File: src/rtl/counter_ctrl_pkg.sv
// Shared types for the Vbuddy counter sequencer: FSM states, decoded
// commands and the button priority order.
package counter_ctrl_pkg;

    typedef enum logic [2:0] {
        CLEAR,
        IDLE,
        RUN,
        PAUSED,
        LOAD,
        DONE
    } ctrl_state_t;

    typedef enum logic [2:0] {
        CMD_NONE,
        CMD_STEP,
        CMD_START,
        CMD_STOP,
        CMD_LOAD,
        CMD_CLR
    } cmd_t;

    // Bit positions in the button vector; higher index wins.
    localparam int N_BTN     = 5;
    localparam int BTN_STEP  = 0;
    localparam int BTN_START = 1;
    localparam int BTN_STOP  = 2;
    localparam int BTN_LOAD  = 3;
    localparam int BTN_CLR   = 4;

    function automatic cmd_t select_cmd(input logic [N_BTN-1:0] rise);
        if (rise[BTN_CLR])        return CMD_CLR;
        else if (rise[BTN_LOAD])  return CMD_LOAD;
        else if (rise[BTN_STOP])  return CMD_STOP;
        else if (rise[BTN_START]) return CMD_START;
        else if (rise[BTN_STEP])  return CMD_STEP;
        else                      return CMD_NONE;
    endfunction

endpackage

File: src/rtl/edge_detect.sv
// Two-flop synchroniser for one button with a registered one-cycle
// rising-edge output.
module edge_detect (
    input  logic clk,
    input  logic rst,
    input  logic i_btn,
    output logic o_rise
);

    logic r_q1;
    logic r_q2;
    logic r_rise;

    // NOTE: non-blocking assignments so q2 takes the old q1, forming a real shift register.
    always_ff @(posedge clk) begin
        if (rst) begin
            r_q1   <= 1'b0;
            r_q2   <= 1'b0;
            r_rise <= 1'b0;
        end else begin
            r_q1   <= i_btn;
            r_q2   <= r_q1;
            r_rise <= r_q1 & ~r_q2;
        end
    end

    assign o_rise = r_rise;

endmodule

File: src/rtl/counter_ctrl.sv
// Sequencer for the Vbuddy preset/reset/enable counter: turns button edges
// and a prescaled rate into one-cycle cnt_en / cnt_rst / cnt_pst commands.
module counter_ctrl
    import counter_ctrl_pkg::*;
#(
    parameter int WIDTH     = 8,
    parameter int DIV_WIDTH = 16
) (
    input  logic                 clk,
    input  logic                 rst,
    input  logic                 start,
    input  logic                 stop,
    input  logic                 step,
    input  logic                 load,
    input  logic                 clr,
    input  logic [DIV_WIDTH-1:0] div,
    input  logic [WIDTH-1:0]     limit,
    input  logic                 auto_wrap,
    input  logic [WIDTH-1:0]     count,
    output logic                 cnt_en,
    output logic                 cnt_rst,
    output logic                 cnt_pst,
    output logic                 running,
    output logic                 done
);

    logic [N_BTN-1:0]     w_btn;
    logic [N_BTN-1:0]     w_rise;
    cmd_t                 w_cmd;

    ctrl_state_t          r_state;
    ctrl_state_t          w_state_next;
    logic [DIV_WIDTH-1:0] r_presc;
    logic [DIV_WIDTH-1:0] w_presc_next;

    logic                 r_cnt_en;
    logic                 r_cnt_rst;
    logic                 r_cnt_pst;
    logic                 r_running;
    logic                 r_done;
    logic                 w_en_next;
    logic                 w_rst_next;
    logic                 w_pst_next;

    logic [WIDTH-1:0]     w_eff;
    logic                 w_at_limit;
    logic                 w_tick;

    assign w_btn[BTN_STEP]  = step;
    assign w_btn[BTN_START] = start;
    assign w_btn[BTN_STOP]  = stop;
    assign w_btn[BTN_LOAD]  = load;
    assign w_btn[BTN_CLR]   = clr;

    for (genvar g = 0; g < N_BTN; g++) begin : g_edge
        edge_detect u_edge (
            .clk    (clk),
            .rst    (rst),
            .i_btn  (w_btn[g]),
            .o_rise (w_rise[g])
        );
    end

    assign w_cmd = select_cmd(w_rise);

    // Value the counter will hold after this edge: a pending clear reads as 0,
    // a pending increment as count + 1, so back-to-back ticks never overshoot.
    assign w_eff      = r_cnt_rst ? '0 : count + {{(WIDTH-1){1'b0}}, r_cnt_en};
    assign w_at_limit = (w_eff == limit);
    assign w_tick     = (r_presc == div);

    // NOTE: every always_comb output gets a default first, so no path can infer a latch.
    always_comb begin
        w_state_next = r_state;
        w_presc_next = r_presc;
        w_en_next    = 1'b0;
        w_rst_next   = 1'b0;
        w_pst_next   = 1'b0;

        if (w_cmd == CMD_CLR) begin
            w_state_next = CLEAR;
            w_rst_next   = 1'b1;
        end else if (w_cmd == CMD_LOAD &&
                     (r_state == IDLE || r_state == RUN ||
                      r_state == PAUSED || r_state == DONE)) begin
            w_state_next = LOAD;
            w_pst_next   = 1'b1;
        end else begin
            case (r_state)
                CLEAR: begin
                    // Entry via clr already issued the pulse; entry via reset did not.
                    w_rst_next   = ~r_cnt_rst;
                    w_state_next = IDLE;
                end
                IDLE: begin
                    if (w_cmd == CMD_START) begin
                        w_state_next = RUN;
                    end else if (w_cmd == CMD_STEP) begin
                        w_en_next    = 1'b1;
                        w_state_next = PAUSED;
                    end
                end
                RUN: begin
                    if (w_cmd == CMD_STOP) begin
                        w_state_next = PAUSED;
                    end else if (w_tick) begin
                        w_presc_next = '0;
                        if (!w_at_limit)   w_en_next    = 1'b1;
                        else if (auto_wrap) w_rst_next   = 1'b1;
                        else               w_state_next = DONE;
                    end else begin
                        w_presc_next = r_presc + DIV_WIDTH'(1);
                    end
                end
                PAUSED: begin
                    if (w_cmd == CMD_START) begin
                        w_state_next = RUN;
                    end else if (w_cmd == CMD_STEP) begin
                        if (!w_at_limit)    w_en_next  = 1'b1;
                        else if (auto_wrap) w_rst_next = 1'b1;
                    end
                end
                LOAD: begin
                    w_state_next = PAUSED;
                end
                DONE: begin
                    if (w_cmd == CMD_START) begin
                        w_rst_next   = 1'b1;
                        w_state_next = RUN;
                    end
                end
                default: begin
                    w_state_next = CLEAR;
                end
            endcase
        end

        if (w_state_next == RUN && r_state != RUN) begin
            w_presc_next = '0;
        end
    end

    always_ff @(posedge clk) begin
        if (rst) begin
            r_state   <= CLEAR;
            r_presc   <= '0;
            r_cnt_en  <= 1'b0;
            r_cnt_rst <= 1'b0;
            r_cnt_pst <= 1'b0;
            r_running <= 1'b0;
            r_done    <= 1'b0;
        end else begin
            r_state   <= w_state_next;
            r_presc   <= w_presc_next;
            r_cnt_en  <= w_en_next;
            r_cnt_rst <= w_rst_next;
            r_cnt_pst <= w_pst_next;
            r_running <= (w_state_next == RUN);
            r_done    <= (w_state_next == DONE);
        end
    end

    assign cnt_en  = r_cnt_en;
    assign cnt_rst = r_cnt_rst;
    assign cnt_pst = r_cnt_pst;
    assign running = r_running;
    assign done    = r_done;

endmodule

File: config.mk
export PLATFORM = sky130hd
export DESIGN_NAME = counter_ctrl
export DESIGN_NICKNAME = d
export VERILOG_FILES = /design/src/rtl/counter_ctrl_pkg.sv /design/src/rtl/edge_detect.sv /design/src/rtl/counter_ctrl.sv
export SDC_FILE = /design/constraint.sdc
export NUM_CORES = 1
export LEC_CHECK = 0
export CORE_MARGIN = 3
export CORE_UTILIZATION = 55
export DETAILED_ROUTE_END_ITERATION = 7
export GPL_TIMING_DRIVEN = 1
export PLACE_DENSITY_LB_ADDON = 0.08
export SYNTH_ARGS = -nofsm -noshare
export SYNTH_HDL_FRONTEND = slang
export SYNTH_SLANG_ARGS = --single-unit
File: constraint.sdc
create_clock -name clk -period 4 [get_ports clk]
set_clock_uncertainty 0.2 [all_clocks]
set_input_delay 0.4 -clock clk [delete_from_list [all_inputs] [get_ports clk]]
set_output_delay 0.4 -clock clk [all_outputs]
set_load 0.02 [all_outputs]
# Word-level counts from Yosys, hierarchy flattened
# Index checks and enable logic that the tools add are counted.
[totals] register_bits=39 out_inout_bits=5 word_cells=100
[op_classes] addsub=2 n_eq_ne=15 mux=36 bitwise=14 reduce_logical=11
[ops] cell="$mux 3" n=11
[ops] cell="$mux 1" n=18
[ops] cell="$add 16x1->16 const B" n=1
[ops] cell="$eq 16x16->1" n=1
[ops] cell="$mux 16" n=1
[ops] cell="$eq 3x2->1 const B" n=5
[ops] cell="$eq 3x3->1 const B" n=5
[ops] cell="$pmux 3 s5" n=1
[ops] cell="$not 1->1" n=9
[ops] cell="$add 8x1->8" n=1
[ops] cell="$eq 8x8->1" n=1
[ops] cell="$mux 8" n=1
[ops] cell="$eq 3x1->1 const B" n=2
[ops] cell="$reduce_or 2->1" n=3
[ops] cell="$and 1x1->1" n=5
[ops] cell="$mux 2" n=2
[ops] cell="$pmux 1 s4" n=1
[ops] cell="$reduce_and 4->1" n=1
[ops] cell="$logic_not 3->1" n=1
[ops] cell="$logic_or 1x1->1" n=3
[ops] cell="$ne 3x2->1 const B" n=1
[ops] cell="$pmux 1 s3" n=1
[ops] cell="$reduce_or 3->1" n=1
[ops] cell="$logic_and 1x1->1" n=2

# Longest topological paths before layout
[depth] ltp_word=14 depth_mapped=8 mapped_depth_nobuf=8

# Modules after synthesis
# A second synthesis with hierarchy kept.
[unflattened] cells_unflattened=242 hier_area_um2=2160.8
[by_module_without_submodules] module="counter_ctrl" instances=1 cells_per_inst=212 area_per_inst_um2=1735.4 seq_area_each_um2=480.5
[by_module_without_submodules] module="edge_detect" instances=5 cells_per_inst=6 area_per_inst_um2=85.1 seq_area_each_um2=60.1

# Worst setup path before layout
# No wires, ideal clock.
[synth_path] path_type="reg-to-reg" start="reg r_cnt_en, in the netlist cnt_en" end="reg r_state[0]" setup_time_ns=0.114 arrival_time_ns=1.895 required_ns=3.686 path_slack_ns=1.790 stages_incl_launch_ff=8 cell_sequence="dfxtp_1 > ha_1 > nand3_1 > or4_1 > a21o_1 > and3_1 > and4b_4 > a2bb2o_4"
[synth_via] elab_chain_cells=9
[synth_rtl] item="start, declared" line_no="counter_ctrl.sv:36" rtl="logic r_cnt_en;"
[synth_rtl] item="start signal, assigned" line_no="counter_ctrl.sv:155" rtl="r_cnt_en <= w_en_next;"
[synth_rtl] item="$add 8x1->8" line_no="counter_ctrl.sv:68" rtl="assign w_eff = r_cnt_rst ? '0 : count + {{(WIDTH-1){1'b0}}, r_cnt_en};"
[synth_rtl] item="$mux 8" line_no="counter_ctrl.sv:68"
[synth_rtl] item="$eq 8x8->1" line_no="counter_ctrl.sv:69" rtl="assign w_at_limit = (w_eff == limit);"
[synth_rtl] item="$mux 3" line_no="counter_ctrl.sv:108" rtl="if (!w_at_limit) w_en_next = 1'b1;"
[synth_rtl] item="$mux 3" line_no="counter_ctrl.sv:106" rtl="end else if (w_tick) begin"
[synth_rtl] item="$mux 3" line_no="counter_ctrl.sv:104" rtl="if (w_cmd == CMD_STOP) begin"
[synth_rtl] item="$pmux 3 s5" line_no="counter_ctrl.sv:89" rtl="case (r_state)"
[synth_rtl] item="$mux 3" line_no="counter_ctrl.sv:83" rtl="end else if (w_cmd == CMD_LOAD &&"
[synth_rtl] item="$mux 3" line_no="counter_ctrl.sv:80" rtl="if (w_cmd == CMD_CLR) begin"
[synth_rtl] item="end signal, assigned" line_no="counter_ctrl.sv:153" rtl="r_state <= w_state_next;"
[synth_rtl] item="end, declared" line_no="counter_ctrl.sv:31" rtl="ctrl_state_t r_state;"
# Every way passes these cells.
# A chain may end at the register's enable or synchronous reset.

# Final worst setup path
[layout_path] start="in count[0]" end="reg r_cnt_rst, in the netlist cnt_rst"
[layout_via] elab_chain_cells=9 word_cells_on_any_way=11 cone_classes="add/sub: 1; eq/ne: 1; mux: 9"
[layout_rtl] item="start, declared" line_no="counter_ctrl.sv:19" rtl="input logic [WIDTH-1:0] count,"
[layout_rtl] item="$add 8x1->8 *" line_no="counter_ctrl.sv:68"
[layout_rtl] item="$mux 8 *" line_no="counter_ctrl.sv:68"
[layout_rtl] item="$eq 8x8->1 *" line_no="counter_ctrl.sv:69"
[layout_rtl] item="$mux 1 *" line_no="counter_ctrl.sv:119" rtl="if (!w_at_limit) w_en_next = 1'b1;"
[layout_rtl] item="$mux 1 (on tied branches)" line_no="counter_ctrl.sv:118, counter_ctrl.sv:106"
[layout_rtl] item="$mux 1 (on tied branches)" line_no="counter_ctrl.sv:116, counter_ctrl.sv:104"
[layout_rtl] item="$pmux 1 s4 *" line_no="counter_ctrl.sv:89"
[layout_rtl] item="$mux 1 *" line_no="counter_ctrl.sv:83"
[layout_rtl] item="$mux 1 *" line_no="counter_ctrl.sv:80"
[layout_rtl] item="end signal, assigned" line_no="counter_ctrl.sv:156" rtl="r_cnt_rst <= w_rst_next;"
[layout_rtl] item="end, declared" line_no="counter_ctrl.sv:37" rtl="logic r_cnt_rst;"
# Mark *: on every way between the ends. The rest lies on a longest branch, timed or not.

==> results.toml <==
[run_status]
outcome = "finished, final reports clean"

[final_layout]
drive_above_1_share = 0.0655
fin_nets = 332
design_area_um2 = 2720
diodes = 0
final_cells = 338
syn_to_final_growth_pct = 26.9
post-route-util = 0.732

[yosys]
ys_types = 52
yosys-top-cells-count = "dfxtp_1 (39), nor2_1 (30), xor2_1 (28)"
synth_edf_count = 0
synth.yosys.warnings = 0
synth_seq_area_share = 0.364
synthTopCellsByArea = "dfxtp_1 (36%), xor2_1 (11%), nor2_1 (5.3%), nor2b_1 (5.3%), xnor2_1 (3.7%)"
synth_top_area_cell = "dfxtp_1"
syn-num-nets = 289
synth.most_common_cell = "dfxtp_1"
avgSynthCellArea_um2 = 8.71
async_reset_ff_frac = 0
ys.flop_type = "dfxtp_1"
syn_area_um2 = 2140
syn_inst = 246
synth_top_area_frac = 0.364
synth_seq_cells = 39

[cts]
numCtsBuffers = 5
worstSkewPairLatency_ns = 0.29
clk_pin_slew_ns = 0.07
clk_path_buf_depth = 2
cts_root_buffer = "clkbuf_8"
postCtsSetupBuffers = 0
clock_sinks = 39
hold_buffers = 0
cts_tree = "built"
cts_resized = 0
h-tree-depth = 2

[sta]
whs_ns = 0.178
hold_viol_final = 0
period_needed_ns = 2.48
finalSetupViolCount = 0
max_slew.worst_pin.slew_ns = 0.616
tns_ns = 0
clock.fmax_ghz = 0.403
relSlewSlack = 0.589
finalMaxSlewViolations = 0
rsz0062_at_grt = "false"
setup_ws_ns = 1.52
period_share = 0.621

[route]
drtAntennaViolNets = 0
drt-pass1-iter-count = 5
routed-via-count = 1866
wl_per_cell_um = 13.5
wl_mm = 4.55
drtIter0Drc = 138
via_per_inst = 5.52
drc_errors = 0

[die]
rows = 22
start_util = 0.576
coreArea_um2 = 3720
die_area_um2 = 4680
ioPinCount = 45
fp.dieH_um = 68.4
die_x_um = 68.4

[power]
vdd_drop_max_v = 0.000302
switching_power_mw = 0.204
power_mw = 0.878
clkPwrFrac = 0.385
power_density_nw_per_um2 = 323
p_leak_nw = 1.04
seqPwrFrac = 0.472
pwr-share-comb = 0.143
netSwitchingFraction = 0.232
internal-power_mw = 0.674

[place]
dp_slack_ns = 1.21
io_buffers = 44
post-place-cells = 330
dpl.hpwl_mm = 3.43
gp_congestion = 0.872
place_area_um2 = 2600

[setup_path]
critPathArrivalTime_ns = 2.48
crit_slowest_cell = "clkdlybuf4s50_1"
crit_type = "in2reg"
rr_startpoint = "r_state[1]$_SDFF_PP0_"
required_ns = 4.00
critPathTopFamily = "simple AND/OR/NAND/NOR gates"
reg2reg_slack_ns = 1.61
r2r_cells = 6
cpMostUsedCell = "ha_1"
cp-start-kind = "primary input"
worst_setup_path_end_kind = "register"
crit_fanout = 6
slowest_delay_ns = 0.47
r2r_end = "r_presc[15]$_SDFFE_PP0P_"
cp.buffers_inverters = 1
crit_path_cell_trace = "clkdlybuf4s50_1 -> ha_1 -> ha_1 -> nor3b_1 -> mux2i_1 -> a211oi_1 -> and3_1 -> nand3b_1 -> o32ai_1"

[min_path]
hold_class = "reg2reg"
whs_endpoint = "g_edge[3].u_edge.o_rise$_SDFF_PP0_"
min-delay-start = "g_edge[3].u_edge.r_q2$_SDFF_PP0_"
hold_path_depth = 1

[flow_run]
maxCapViolCount = 0

[grt]
grt_max_degree = 18
antenna_found_initial = 0
grt_usage = 0.212
grt_remaining_overflow = 0
grt_pass1_wl_mm = 7.36
grt_pass1_vias = 1649
## sequential cells by signal, summed over array words and instances (netlist names)
| name | flops |
|---|---|
| r_presc | 16 |
| g_edge.u_edge.o_rise | 5 |
| g_edge.u_edge.r_q1 | 5 |
| g_edge.u_edge.r_q2 | 5 |
| r_state | 3 |
| cnt_en | 1 |
| cnt_pst | 1 |
| cnt_rst | 1 |
| done | 1 |
| running | 1 |
## logic make-up (layout without fill, tap and decap cells)
kind of cell / count (synthesis) / in the layout / synth area share
buffers and inverters: 12 / 56 / 0.0263
multiplexers: 5 / 5 / 0.0234
AO/OA/AOI/OAI: 33 / 33 / 0.113
adder cells (fa/ha/maj): 3 / 3 / 0.0175
flip-flops: 39 / 39 / 0.364
AND/OR/NAND/NOR: 117 / 117 / 0.304
XOR/XNOR: 37 / 37 / 0.151
## placed cells by master (no fill, tap or decap), types with 2 or more instances in the layout
cell and count:
nor2_1 30, and3_1 5, nor3_1 8, nor4_1 5, clkbuf_8 6, ha_1 3
a21o_1 2, xor2_1 28, nand4_1 9, a31oi_1 2, nand2_1 16, or3_1 3
dfxtp_1 39, inv_1 4, o21a_1 2, nand2b_1 2, o32ai_1 2, xnor2_1 9
nor2b_1 18, clkdlybuf4s50_1 44, nand3_1 7, o21ai_0 3, mux2i_1 5, a21oi_1 8
nor3b_1 2
## worst register-to-register path: stages (launching register included)
cell,delay (ns)
dfxtp_1,0.52
nor3b_2,0.45
nand4_1,0.22
nor3_1,0.47
nand4_1,0.18
xor2_1,0.16
nor2_1,0.05
## layout make-up
class | instances | area [um2]
Clock buffer | 6 | 82.6
Clock inverter | 2 | 35.0
Fill cell | 314 | 997
Inverter | 4 | 15.0
Multi-Input combinational cell | 195 | 1310
Sequential cell | 39 | 781
Tap cell | 48 | 60.1
Timing Repair Buffer | 44 | 440
## worst max-delay path by stage
stage / end / slack (ns) / depth (start not counted) / start
floorplan: r_state[0]$_SDFF_PP0_ / 1.79 / 7 / cnt_en$_SDFF_PP0_
detailed placement: cnt_rst$_SDFF_PP0_ / 1.21 / 9 / count[0]
global route: r_presc[15]$_SDFFE_PP0P_ / 1.34 / 6 / r_state[1]$_SDFF_PP0_
finish: cnt_rst$_SDFF_PP0_ / 1.52 / 9 / count[0]
CTS: cnt_rst$_SDFF_PP0_ / 1.49 / 9 / count[0]
global placement: cnt_rst$_SDFF_PP0_ / 1.25 / 9 / count[0]
## power by group through the flow
stage	clock (mW)	sequential, mW	combinational, mW
final	0.338	0.414	0.125
after global routing	0.360	0.416	0.138
after CTS	0.346	0.414	0.126
after detailed placement	0	0.423	0.124
after global placement	0	0.423	0.123
after floorplan	0	0.415	0.0725
## metal layers
metal	GRT usage	part of all wire	up-vias
met2	0.347	0.47	53
met3	0.0624	0.066	4
li1	-	-	948
met5	0	0	-
met4	0.0670	0.0088	0
met1	0.265	0.45	861
(Power assumes the default switching activity.)
